===== src/rtl/fetch_pkg.sv =====
// Shared types for the instruction fetch front-end.
//   fetch_state_e : fetch FSM encoding, also exported on the debug port
//   redirect_op_e : control-unit redirect opcodes
package fetch_pkg;

  typedef enum logic [1:0] {
    IDLE = 2'd0,
    REQ  = 2'd1,
    WAIT = 2'd2,
    HOLD = 2'd3
  } fetch_state_e;

  typedef enum logic [1:0] {
    OP_NONE = 2'b00,
    OP_JMP  = 2'b01,
    OP_CALL = 2'b10,
    OP_RET  = 2'b11
  } redirect_op_e;

endpackage


===== src/rtl/instr_fetch_unit_stack.sv =====
// ret_stack: LIFO of return addresses.
//   clk, arst_n : clock, synchronous active-low reset
//   push, pop   : push din / pop top entry (push-when-full and pop-when-empty
//                 are no-ops; the parent flags them)
//   clear       : empty the stack
//   din, dout   : push data / current top entry ('0 when empty)
//   full, empty : occupancy status
module ret_stack #(
  parameter int unsigned DEPTH = 4,
  parameter int unsigned WIDTH = 12
) (
  input  logic             clk,
  input  logic             arst_n,
  input  logic             push,
  input  logic             pop,
  input  logic             clear,
  input  logic [WIDTH-1:0] din,
  output logic [WIDTH-1:0] dout,
  output logic             full,
  output logic             empty
);

  localparam int unsigned PW = $clog2(DEPTH + 1);

  logic [WIDTH-1:0] mem [DEPTH];
  logic [PW-1:0]    cnt;

  assign full  = (cnt == PW'(DEPTH));
  assign empty = (cnt == '0);

  // Top of stack lives at mem[cnt-1]; a compare mux avoids an index that
  // would be out of range when empty.
  always_comb begin
    dout = '0;
    for (int unsigned i = 0; i < DEPTH; i++) begin
      if (cnt == PW'(i + 1)) dout = mem[i];
    end
  end

  always_ff @(posedge clk) begin
    if (!arst_n) begin
      cnt <= '0;
      for (int unsigned i = 0; i < DEPTH; i++) mem[i] <= '0;
    end else if (clear) begin
      cnt <= '0;
    end else if (push && !full) begin
      for (int unsigned i = 0; i < DEPTH; i++) begin
        if (cnt == PW'(i)) mem[i] <= din;
      end
      cnt <= cnt + 1'b1;
    end else if (pop && !empty) begin
      cnt <= cnt - 1'b1;
    end
  end

endmodule


===== src/rtl/instr_fetch_unit.sv =====
// instr_fetch_unit: fetches INSTR_BYTES flash bytes per instruction, packs
// them big-endian, and hands the word to the control unit over valid/ready.
// Handles JMP/CALL/RET through a return stack and a bootstrap address mask.
//   clk, arst_n                  : clock, synchronous active-low reset
//   flash_req/flash_addr         : one-cycle byte request and its address
//   flash_data/flash_ready       : returned byte and its strobe
//   instr/instr_valid/pc_out     : assembled instruction, valid, its address
//   instr_ready                  : control unit consumes instr
//   redirect_valid/op/target     : control-flow change, taken on handshake
//   boot_exit/bootstrapping      : leave bootstrap (restart at 0) / mode flag
//   stack_ovf/stack_unf          : sticky stack error flags
//   fetch_state                  : debug view of the FSM
module instr_fetch_unit
  import fetch_pkg::*;
#(
  parameter int unsigned           ADDR_WIDTH  = 12,
  parameter int unsigned           BYTE_WIDTH  = 8,
  parameter int unsigned           INSTR_BYTES = 2,
  parameter int unsigned           STACK_DEPTH = 4,
  parameter logic [ADDR_WIDTH-1:0] BOOT_MASK   = 'h07F
) (
  input  logic                              clk,
  input  logic                              arst_n,
  input  logic [BYTE_WIDTH-1:0]             flash_data,
  input  logic                              flash_ready,
  output logic                              flash_req,
  output logic [ADDR_WIDTH-1:0]             flash_addr,
  output logic [BYTE_WIDTH*INSTR_BYTES-1:0] instr,
  output logic                              instr_valid,
  input  logic                              instr_ready,
  output logic [ADDR_WIDTH-1:0]             pc_out,
  input  logic                              redirect_valid,
  input  logic [1:0]                        redirect_op,
  input  logic [ADDR_WIDTH-1:0]             redirect_target,
  input  logic                              boot_exit,
  output logic                              bootstrapping,
  output logic                              stack_ovf,
  output logic                              stack_unf,
  output logic [1:0]                        fetch_state
);

  localparam int unsigned           IW    = BYTE_WIDTH * INSTR_BYTES;
  localparam int unsigned           CNT_W = (INSTR_BYTES > 1) ? $clog2(INSTR_BYTES) : 1;
  localparam logic [ADDR_WIDTH-1:0] STEP  = ADDR_WIDTH'(INSTR_BYTES);
  localparam logic [CNT_W-1:0]      LAST  = CNT_W'(INSTR_BYTES - 1);

  fetch_state_e          state_q, state_d;
  logic [ADDR_WIDTH-1:0] pc_q, pc_d, seq_pc, addr_d;
  logic [CNT_W-1:0]      cnt_q, cnt_d;
  logic                  boot_q, boot_d;
  logic [IW-1:0]         buf_q, asm_w;
  logic                  capture;
  logic                  push, pop, stk_clear, ovf_set, unf_set;
  logic [ADDR_WIDTH-1:0] stk_dout;
  logic                  stk_full, stk_empty;

  assign flash_req     = (state_q == REQ);
  assign fetch_state   = state_q;
  assign bootstrapping = boot_q;
  assign seq_pc        = pc_q + STEP;
  assign capture       = (state_q == WAIT) && flash_ready;

  ret_stack #(
    .DEPTH(STACK_DEPTH),
    .WIDTH(ADDR_WIDTH)
  ) u_stack (
    .clk   (clk),
    .arst_n(arst_n),
    .push  (push),
    .pop   (pop),
    .clear (stk_clear),
    .din   (seq_pc),
    .dout  (stk_dout),
    .full  (stk_full),
    .empty (stk_empty)
  );

  always_comb begin
    // Byte k lands at the k-th slot from the top (big-endian).
    asm_w = buf_q;
    for (int unsigned k = 0; k < INSTR_BYTES; k++) begin
      if (cnt_q == CNT_W'(k)) asm_w[(INSTR_BYTES-k)*BYTE_WIDTH-1 -: BYTE_WIDTH] = flash_data;
    end

    state_d   = state_q;
    pc_d      = pc_q;
    cnt_d     = cnt_q;
    boot_d    = boot_q;
    push      = 1'b0;
    pop       = 1'b0;
    stk_clear = 1'b0;
    ovf_set   = 1'b0;
    unf_set   = 1'b0;

    if (boot_exit) begin
      state_d   = REQ;
      pc_d      = '0;
      cnt_d     = '0;
      boot_d    = 1'b0;
      stk_clear = 1'b1;
    end else begin
      case (state_q)
        IDLE: state_d = REQ;
        REQ:  state_d = WAIT;
        WAIT: begin
          if (flash_ready) begin
            if (cnt_q == LAST) begin
              state_d = HOLD;
            end else begin
              cnt_d   = cnt_q + 1'b1;
              state_d = REQ;
            end
          end
        end
        HOLD: begin
          if (instr_ready) begin
            state_d = REQ;
            cnt_d   = '0;
            pc_d    = seq_pc;
            if (redirect_valid) begin
              case (redirect_op)
                OP_JMP:  pc_d = redirect_target;
                OP_CALL: begin
                  pc_d = redirect_target;
                  if (stk_full) ovf_set = 1'b1;
                  else          push    = 1'b1;
                end
                OP_RET: begin
                  if (stk_empty) begin
                    unf_set = 1'b1;
                  end else begin
                    pop  = 1'b1;
                    pc_d = stk_dout;
                  end
                end
                default: ;
              endcase
            end
          end
        end
        default: state_d = IDLE;
      endcase
    end

    // Address for the next request, computed from next-cycle pc/byte count
    // so the registered flash_addr is already correct in the REQ cycle.
    addr_d = pc_d + ADDR_WIDTH'(cnt_d);
    if (boot_d) addr_d = addr_d & BOOT_MASK;
  end

  always_ff @(posedge clk) begin
    if (!arst_n) begin
      state_q     <= IDLE;
      pc_q        <= '0;
      cnt_q       <= '0;
      boot_q      <= 1'b1;
      buf_q       <= '0;
      flash_addr  <= '0;
      instr       <= '0;
      instr_valid <= 1'b0;
      pc_out      <= '0;
      stack_ovf   <= 1'b0;
      stack_unf   <= 1'b0;
    end else begin
      state_q <= state_d;
      pc_q    <= pc_d;
      cnt_q   <= cnt_d;
      boot_q  <= boot_d;
      if (state_d == REQ) flash_addr <= addr_d;
      if (capture && !boot_exit) buf_q <= asm_w;
      if (boot_exit) begin
        instr_valid <= 1'b0;
      end else if (capture && (cnt_q == LAST)) begin
        instr       <= asm_w;
        instr_valid <= 1'b1;
        pc_out      <= pc_q;
      end else if ((state_q == HOLD) && instr_ready) begin
        instr_valid <= 1'b0;
      end
      if (ovf_set) stack_ovf <= 1'b1;
      if (unf_set) stack_unf <= 1'b1;
    end
  end

endmodule


===== config.mk =====
export PLATFORM = sky130hd
export DESIGN_NAME = instr_fetch_unit
export DESIGN_NICKNAME = d
export VERILOG_FILES = /design/src/rtl/fetch_pkg.sv /design/src/rtl/instr_fetch_unit_stack.sv /design/src/rtl/instr_fetch_unit.sv
export SDC_FILE = /design/constraint.sdc
export NUM_CORES = 1
export LEC_CHECK = 0
export BUFFER_PORTS_ARGS = -buffer_cell sky130_fd_sc_hd__buf_4
export CORE_MARGIN = 5
export CORE_UTILIZATION = 60
export CTS_BUF_LIST = sky130_fd_sc_hd__clkbuf_8
export CTS_CLUSTER_DIAMETER = 100
export CTS_CLUSTER_SIZE = 14
export DETAILED_ROUTE_END_ITERATION = 16
export GPL_TIMING_DRIVEN = 0
export HOLD_SLACK_MARGIN = 0.03
export PLACE_DENSITY_LB_ADDON = 0.2
export SETUP_SLACK_MARGIN = 0.05
export SLEW_MARGIN = 20
export SYNTH_ARGS = -nofsm -noshare
export SYNTH_HDL_FRONTEND = slang
export SYNTH_SLANG_ARGS = --single-unit

===== constraint.sdc =====
create_clock -name clk -period 5.25 [get_ports clk]
set_clock_uncertainty 0.2 [all_clocks]
set_input_delay 1.05 -clock clk [delete_from_list [all_inputs] [get_ports clk]]
set_output_delay 1.05 -clock clk [all_outputs]
set_load 0.01 [all_outputs]

-- Word level (Yosys, flattened, before mapping)
Memories as Yosys holds them, arrays and structs flattened.
Cells that the tools add are included.
- flip-flop bits (word level): 78
- bits in writable memories: 48
- bits of input ports: 28
- output and inout port bits: 47
- memories: 1
- add/subtract/negate cells: 5
- equality and inequality tests: 11
- mux-type cells: 77
- bitwise operators: 6
- reduce and logical (&&, ||, !) cells: 17
- memory list (name ; words ; width ; rd ports ; clocked after Yosys merged registers in ; write ports ; RTL line ; source):
    u_stack.mem ; 4 ; 12 ; 4 ; 0 ; 4 ; instr_fetch_unit_stack.sv:25 ; logic [WIDTH-1:0] mem [DEPTH];
- operator list (kind ; number):
    2-to-1 mux 12 bit ; 14
    2-to-1 mux 1 bit ; 52
    one-hot mux 12 bit (2 select lines) ; 1
    2-to-1 mux 8 bit ; 2
    adder 12 x 1 -> 12 bit ; 1
    adder 12 x 2 -> 12 bit (second input constant) ; 1
    equality test 2 bit (second input constant) ; 4
    2-to-1 mux 2 bit ; 4
    one-hot mux 2 bit (4 select lines) ; 1
    equality test 2 x 1 -> 1 bit (second input constant) ; 3
    equality test 3 x 2 -> 1 bit (second input constant) ; 2
    logical AND 1 bit ; 6
    2-to-1 mux 3 bit ; 2
    OR reduction 2 bit ; 3
    OR 1 bit ; 4
    nonzero test 2 bit ; 2
    adder 3 x 1 -> 3 bit (second input constant) ; 1
    equality test 3 x 1 -> 1 bit (second input constant) ; 1
    equality test 3 bit (second input constant) ; 1
    logical NOT 1 bit ; 3
    logical NOT 3 bit ; 1
    subtractor 3 x 1 -> 3 bit (second input constant) ; 1
    logical NOT 2 bit ; 1
    NOT 1 bit ; 2
    3 further kinds ; 3

-- Logic depth before layout (Yosys ltp)
Gate-level depths: netlist (run 1).
- depth after elaboration: 13
- mapped depth: 17
- mapped depth without buffers: 14

-- Hierarchy
From an unflattened synthesis (run 1), not the netlist that was laid out.
- cells, all modules: 648
- area, all modules: 6037.0 um2
- modules (own cells, without submodules) (module ; times used ; cells an instance ; area an instance (um2) ; seq. area each (um2)):
    instr_fetch_unit ; 1 ; 412 ; 3363.2 ; 1341.3
    ret_stack ; 1 ; 236 ; 2673.8 ; 1501.4

-- Worst setup path after synthesis (run 1)
Ideal clock, no wire load.
- kind: in2reg
- start: input redirect_op[0]
- end: register flash_addr[8]
- setup time: 117 ps
- arrival time: 3252 ps
- required time: 4933 ps
- path slack: 1681 ps
- stages: 12
- cells stage by stage: inv_1 -> ha_1 -> and2b_1 -> buf_2 -> a21oi_1 -> a311oi_1 -> ha_1 -> ha_1 -> inv_1 -> nor4_4 -> nand3_1 -> a32o_1
- cells in the longest elaborated chain, start to end: 9
- elaborated cells on any way between the ends: 11
- those cells by class: add/sub (1); eq/ne (3); mux (6); reduce/logical (1)
- RTL lines (element ; RTL line ; source):
    from (decl) ; instr_fetch_unit.sv:33 ; input logic [1:0] redirect_op,
    equality test 2 bit or equality test 2 x 1 -> 1 bit (tied branches) ; instr_fetch_unit.sv:121 ; case (redirect_op)
    OR reduction 2 bit (no source line) ; n/a ;
    one-hot mux 12 bit (2 select lines) (*) ; instr_fetch_unit.sv:121 ;
    2-to-1 mux 12 bit (*) ; instr_fetch_unit.sv:120 ; if (redirect_valid) begin
    2-to-1 mux 12 bit (*) ; instr_fetch_unit.sv:116 ; if (instr_ready) begin
    2-to-1 mux 12 bit (*) ; instr_fetch_unit.sv:102 ; case (state_q)
    2-to-1 mux 12 bit (*) ; instr_fetch_unit.sv:95 ; if (boot_exit) begin
    net pc_d[0] ; instr_fetch_unit.sv:48 ; logic [ADDR_WIDTH-1:0] pc_q, pc_d, seq_pc, addr_d;
    adder 12 x 1 -> 12 bit (*) ; instr_fetch_unit.sv:147 ; addr_d = pc_d + ADDR_WIDTH'(cnt_d);
    2-to-1 mux 12 bit (*) ; instr_fetch_unit.sv:148 ; if (boot_d) addr_d = addr_d & BOOT_MASK;
    to (signal assigned) ; instr_fetch_unit.sv:169 ; if (state_d == REQ) flash_addr <= addr_d;
    to (decl) ; instr_fetch_unit.sv:27 ; output logic [ADDR_WIDTH-1:0] flash_addr,
The timed path passes the listed nets; every way through them passes the cells marked *.
A chain may end at the register's enable or synchronous reset.

-- Worst setup path after layout (run 1)
- start: register u_stack.cnt[2]
- end: register flash_addr[8]
- cells in the longest elaborated chain, start to end: 13
- elaborated cells on any way between the ends: 17
- those cells by class: add/sub (1); eq/ne (4); mux (11); reduce/logical (1)
- RTL lines (element ; RTL line ; source):
    from (decl) ; instr_fetch_unit_stack.sv:26 ; logic [PW-1:0] cnt;
    from (signal assigned) ; instr_fetch_unit_stack.sv:50 ; cnt <= cnt + 1'b1;
    from (signal assigned) ; instr_fetch_unit_stack.sv:52 ; cnt <= cnt - 1'b1;
    equality test 3 x 1 -> 1 bit ; instr_fetch_unit_stack.sv:36 ; if (cnt == PW'(i + 1)) dout = mem[i];
    2-to-1 mux 12 bit (4 in series) ; instr_fetch_unit_stack.sv:36 ;
    2-to-1 mux 12 bit (*) ; instr_fetch_unit.sv:129 ; if (stk_empty) begin
    one-hot mux 12 bit (2 select lines) (*) ; instr_fetch_unit.sv:121 ;
    2-to-1 mux 12 bit (*) ; instr_fetch_unit.sv:120 ;
    2-to-1 mux 12 bit (*) ; instr_fetch_unit.sv:116 ;
    2-to-1 mux 12 bit (*) ; instr_fetch_unit.sv:102 ;
    2-to-1 mux 12 bit (*) ; instr_fetch_unit.sv:95 ;
    net pc_d[0] ; instr_fetch_unit.sv:48 ;
    adder 12 x 1 -> 12 bit (*) ; instr_fetch_unit.sv:147 ;
    2-to-1 mux 12 bit (*) ; instr_fetch_unit.sv:148 ;
Marks and branches as above.

==> results of run 1 <==
## per-layer routing
layer / global-route usage [%] / up-vias
li1: - / 2417
met1: 37.1 / 2455
met2: 48.1 / 326
met3: 8.00 / 56
met4: 11.5 / 0
met5: 0 / -
## cells in the mapped netlist (3+ instances only)
cell | n | area (sq um)
nand2_1 | 99 | 372
nor2_1 | 84 | 315
dfxtp_1 | 70 | 1400
edfxtp_1 | 48 | 1440
a21oi_1 | 46 | 230
clkbuf_1 | 25 | 93.8
nand3_1 | 17 | 85.1
o21ai_0 | 14 | 70.1
inv_1 | 13 | 48.8
ha_1 | 12 | 150
buf_2 | 11 | 55.1
nor3_1 | 10 | 50.1
a221oi_1 | 9 | 78.8
mux2i_1 | 9 | 90.1
xnor2_1 | 8 | 70.1
nand2b_1 | 7 | 43.8
nand4_1 | 7 | 43.8
a211oi_1 | 6 | 45.0
and2_1 | 6 | 37.5
xor2_1 | 6 | 52.6
a21o_1 | 5 | 37.5
a22o_1 | 5 | 43.8
a31oi_1 | 5 | 31.3
a32o_1 | 5 | 50.1
and3_1 | 5 | 31.3
nor2b_1 | 5 | 31.3
and4b_1 | 4 | 40.0
nor3b_1 | 4 | 30.0
a221o_1 | 3 | 30.0
and4_1 | 3 | 26.3
buf_4 | 3 | 22.5
nor4_1 | 3 | 18.8
o2111ai_1 | 3 | 26.3
o211ai_1 | 3 | 22.5
## registers in the layout, indices dropped and copies added (netlist names)
name,count
u_stack.cnt,3
bootstrapping,1
buf_q,8
flash_addr,12
pc_out,12
stack_ovf,1
u_stack.mem,48
pc_q,12
stack_unf,1
instr_valid,1
cnt_q,1
fetch_state,2
instr,16
## stage by stage
stage | total power (W) | utilization, % | hold WS (ps) | std cells
after floorplan | 0.00104 | - | 231 | 620
after global placement | 0.00109 | 69.7 | 241 | 822
after CTS | 0.00199 | 74.6 | 261 | 856
after detailed placement | 0.00109 | 69.9 | 248 | 824
after global routing | 0.00205 | 74.6 | 278 | 856
final | 0.00199 | 74.6 | 258 | 856
## critical path, cell delays in order (launching register included)
cell and delay (ps):
dfxtp_1 330, buf_6 150, buf_2 250, buf_2 280
inv_1 110, ha_1 250, buf_4 190, buf_2 190
nor2_1 120, a211o_1 130, a32oi_1 120, a311oi_1 590
ha_1 290, ha_1 190, inv_1 100, nor4_4 450
nand3_1 140, a32o_1 270
## layout make-up
class	count	area, sq um	share of cell area (%)
flip-flops and latches	118	2840	41.0
multi-input cells	445	2680	38.6
repair buffers	75	563	8.13
clock buffers	17	234	3.38
clock inverters	15	204	2.94
plain buffers	42	190	2.75
well taps	129	161	2.33
inverters	15	56.3	0.813
## logic make-up (layout without fill, tap and decap cells)
group / after synthesis / count (layout) / synth area share, %
mux: 9 / 9 / 1.56
flops: 118 / 118 / 49.3
buf+inv: 57 / 164 / 4.28
compound gates: 139 / 139 / 17.4
simple gates: 271 / 271 / 22.7
fa+ha+maj: 12 / 12 / 2.60
xor+xnor: 14 / 14 / 2.13
## final timing paths
check / slack (ps) / end
setup / recovery: 780 / flash_addr[8]
hold / removal: 260 / flash_addr[0]
setup reg to reg: 780 / flash_addr[8]
hold reg to reg: 260 / flash_addr[0]
## report_power, final
group	total [W]	switching (W)	internal (W)	leakage (nW)
sequential	0.000973	0.00000614	0.000967	1.06
clock	0.000919	0.000399	0.000520	0.214
combinational	0.0000992	0.0000638	0.0000354	1.30
total	0.00199	0.000469	0.00152	2.58
==> impl_results.md, run 1 <==
- Met3 routed WL: 1.69 mm
- Top FF cell, synth: dfxtp_1
- Sequential fraction of the synthesis area: 49.3%
- Syn Nets: 660
- Row count: 35
- Setup bufs post-CTS: 0
- Clock Latency Late Sink: 440 ps
- Starting Density: 62.1%
- Critical Path Sink Type: register
- Area of the mapped netlist: 0.00576 sq mm
- HPWL after DPL: 12.0 mm
- CP max FO: 10
- Status: finished, final reports clean
- Final WS setup: 780 ps
- Metal2 WL: 8.04 mm
- Routed vias/inst: 6.14
- Post-cts resize count: 0
- Gr usage total: 29.4%
- Slew Limit Fails: 0
- Leakage: 2.58 nW
- H-tree Lvls: 4
- DIE AREA: 0.0117 sq mm
- Max Cap Viol: 0
- Final instance area: 0.00693 sq mm
- Async set or reset register ratio after synthesis: 0%
- Worst-margin pin slew: 733 ps
- Max VDD drop: 0.240 mV
- Slew headroom: 51.1%
- Drt initial violations: 553
- HP Class: reg -> reg
- Worst r2r path cells: 17
- Cell area power density: 287 mW/mm^2
- Die width: 108 um
- Worst-case clock buffer depth: 2
- Hold Fails Final Rpt: 0
- Min-delay src: flash_addr[0]
- Buffers on Ports: 73
- CTS Buf Count: 17
- Worst setup SP type: register
- Synth warn: 0
- Worst EP arrival: 4610 ps
- DRC viols: 0
- Worst setup path class: reg -> reg
- I/O pin count: 75
- Diode count: 0
- Commonest cells after routing, fill and taps aside: nand2_1, nor2_1, buf_4
- Setup TNS: 0 ps
- Post-CTS Hold Fix Bufs: 0
- Hold Path Depth: 2
- Largest net degree at the start of global routing: 17
- Worst Setup Slack post-DPL: 892 ps
- Layout cells sized above 1: 19.4%
- Post-synth EDFFs: 48
- Tmin final: 4470 ps
- DR WL/cell: 19.6 um
- Total grt overflow: 0
- First-pass GRT wire length: 26.2 mm
- Worst setup path start: u_stack.cnt[2]
- TritonRoute pass-1 iters: 5
- Clock-pin slew on the worst setup and hold paths: 80 ps
- Sinks on Clock Net: 118
- Antenna Nets Post-Route: 0
- Vias in the first global route: 5105
- Register bit count reported by yosys: 118
- Initial antenna violation count: 0
- Distinct cells, synth: 75
- Mapped Cells: 620
- Placed cell area: 0.00649 sq mm
- WL met1: 6.50 mm
- WP data required: 5390 ps
- Final WL: 16.7 mm
- Via Count: 5254
- Die height: 108 um
- Core area: 0.00928 sq mm
- Root buf cell: clkbuf_8
- CTS tree: yes
- Layout area overhead: 20.2%
- FF-to-FF Start: u_stack.cnt[2]
- FMAX: 224 MHz
- Mean post-synth cell area: 9.30 sq um
- Fillcell total: 707
- Endpoints failing setup: 0
- Unrepaired setup endpoints after global routing: false
- Net count, final: 754
- Final Cycle Share: 85.1%
- Top Layer Used: met4
- Commonest non-fill, non-tap cell in the layout: nand2_1
- Final Wtd Congestion: 0.934
(Power assumes the default switching activity.)
==> run 2, diff against run 1 <==
- CORE_UTILIZATION: 60 -> 64
- RECOVER_POWER: not set -> 25
==> impl_results.md, run 2 (same netlist as run 1, synthesis figures left out) <==
- Status: finished, final reports clean
- Largest net degree at the start of global routing: 17
- Biggest register: u_stack.mem
- Layout cells sized above 1: 12.7%
- Setup bufs post-CTS: 0
- Sinks on Clock Net: 118
- Worst-margin pin slew: 683 ps
- Sw frac: 24.8%
- FMAX: 224 MHz
- Slew headroom: 54.4%
- Net Sw Power: 0.000475 W
- Clock-pin slew on the worst setup and hold paths: 90 ps
- Worst-case clock buffer depth: 2
- Hold Path Depth: 2
- Worst setup SP type: register
- Drt initial violations: 553
- Clk pwr share: 44.1%
- Top Registers: u_stack.mem: 48 flops, instr: 16 flops
- Reg2reg setup slack: 780 ps
- Core Util, Final: 76.2%
- TritonRoute pass-1 iters: 5
- Unrepaired setup endpoints after global routing: false
- Commonest cells after routing, fill and taps aside: nand2_1, nor2_1, clkbuf_1
- Vias in the first global route: 5056
- Row count: 34
- Post-CTS Hold Fix Bufs: 0
- DIE AREA: 0.0110 sq mm
- Antenna Nets Post-Route: 0
- Final Wtd Congestion: 0.942
- DRC viols: 0
- Worst Hold End: instr[8]
- End of the worst register-to-register path: flash_addr[8]
- Tmin final: 4470 ps
- Net count, final: 754
- Fin cells: 835
- CTS tree: yes
- Area of the multi-input gates: 0.00268 sq mm
- Seq. cell area: 0.00284 sq mm
- WP data required: 5400 ps
- Endpoints failing setup: 0
- Buffers on Ports: 73
- Worst setup path class: reg -> reg
- Gr usage total: 29.9%
- Min-delay src: buf_q[8]
- Final Cycle Share: 85.1%
- I/O pin count: 75
- Slew Limit Fails: 0
- Max Cap Viol: 0
- Setup TNS: 0 ps
- Initial antenna violation count: 0
- Fillcell total: 672
- HP Class: reg -> reg
- Diode count: 0
- Final WL: 16.4 mm
- Die height: 105 um
- Via Count: 5312
- Combinational power share: 5.0%
- Max reg flops: 48
- DR WL/cell: 19.7 um
- Hold Fails Final Rpt: 0
- Cell area power density: 286 mW/mm^2
- Worst EP arrival: 4620 ps
- Sequential share of power: 50.9%
- Starting Density: 65.8%
- Internal: 0.00144 W
- Routed vias/inst: 6.36
- Max VDD drop: 0.208 mV
- HPWL after DPL: 12.0 mm
- H-tree Lvls: 4
- Commonest non-fill, non-tap cell in the layout: nand2_1
- Root buf cell: clkbuf_8
- Post-cts resize count: 0
- Leakage: 2.37 nW
- CP max FO: 10
- Total grt overflow: 0
- Die width: 105 um
- Placed insts: 803
- Worst r2r path cells: 17
- FF-to-FF Start: u_stack.cnt[2]
- Core area: 0.00876 sq mm
- Critical Path Sink Type: register
- CTS Buf Count: 17
- Layout area overhead: 15.8%
- First-pass GRT wire length: 26.2 mm
- Clock Latency Late Sink: 450 ps
run 2: changes by cell type in the layout (fill, tap and decap cells not counted), moves of 2 or more:
cell / previous run / this run
buf_2: 11 / 9
bufinv_16: 4 / 2
buf_4: 78 / 31
inv_4: 0 / 3
clkinvlp_4: 3 / 0
clkinv_2: 1 / 3
clkbuf_1: 25 / 74
run 2: metal layers:
layer / part of all wire [%] / up-vias / track usage (%)
li1: - / 2416 / -
met3: 11 / 46 / 8.45
met2: 48 / 340 / 48.3
met4: 2.2 / 0 / 9.22
met5: 0 / - / 0
met1: 38 / 2510 / 39.3
run 2: worst max-delay path by stage:
stage / cells after the start / startpoint / slack (ps) / end
floorplan: 12 / redirect_op[0] / 1680 / flash_addr[8]
global placement: 12 / redirect_op[0] / 920 / flash_addr[8]
detailed placement: 17 / u_stack.cnt[2] / 850 / flash_addr[8]
CTS: 17 / u_stack.cnt[2] / 800 / flash_addr[8]
global route: 17 / u_stack.cnt[2] / 540 / flash_addr[8]
finish: 17 / u_stack.cnt[2] / 780 / flash_addr[8]
run 2: stage by stage:
step	setup slack (ps)	instance area [sq um]	power, W	hold WS (ps)
final	781	6680	0.00191	255
after global routing	539	6680	0.00197	276
after CTS	800	6860	0.00191	255
after detailed placement	847	6460	0.00109	248
after global placement	922	6450	0.00109	241
after floorplan	1680	5760	0.00104	231
run 2: critical path: stages, from the launching register on:
cell      delay [ps]
dfxtp_1          330
buf_6            150
buf_2            240
buf_2            270
inv_1            110
ha_1             250
buf_4            200
buf_2            200
nor2_1           120
a211o_1          130
a32oi_1          120
a311oi_1         590
ha_1             300
ha_1             190
inv_1             90
nor4_4           440
nand3_1          170
a32o_1           280
run 2: power groups by stage:
stage | registers [W] | logic [W] | clock network, W
6_report | 0.000973 | 0.0000963 | 0.000844
5_1_grt | 0.000974 | 0.000102 | 0.000896
4_1_cts | 0.000973 | 0.0000972 | 0.000843
3_5_place_dp | 0.000994 | 0.0000966 | 0
3_3_place_gp | 0.000993 | 0.0000935 | 0
2_1_floorplan | 0.000994 | 0.0000494 | 0
run 2: area by class of cell:
type	count	area share, %
sequential	118	42.6
multi-input combinational	445	40.1
timing repair buffer	75	5.79
clock buffer	18	3.71
buffer	42	2.81
clock inverter	14	2.19
tap	108	2.02
inverter	15	0.843
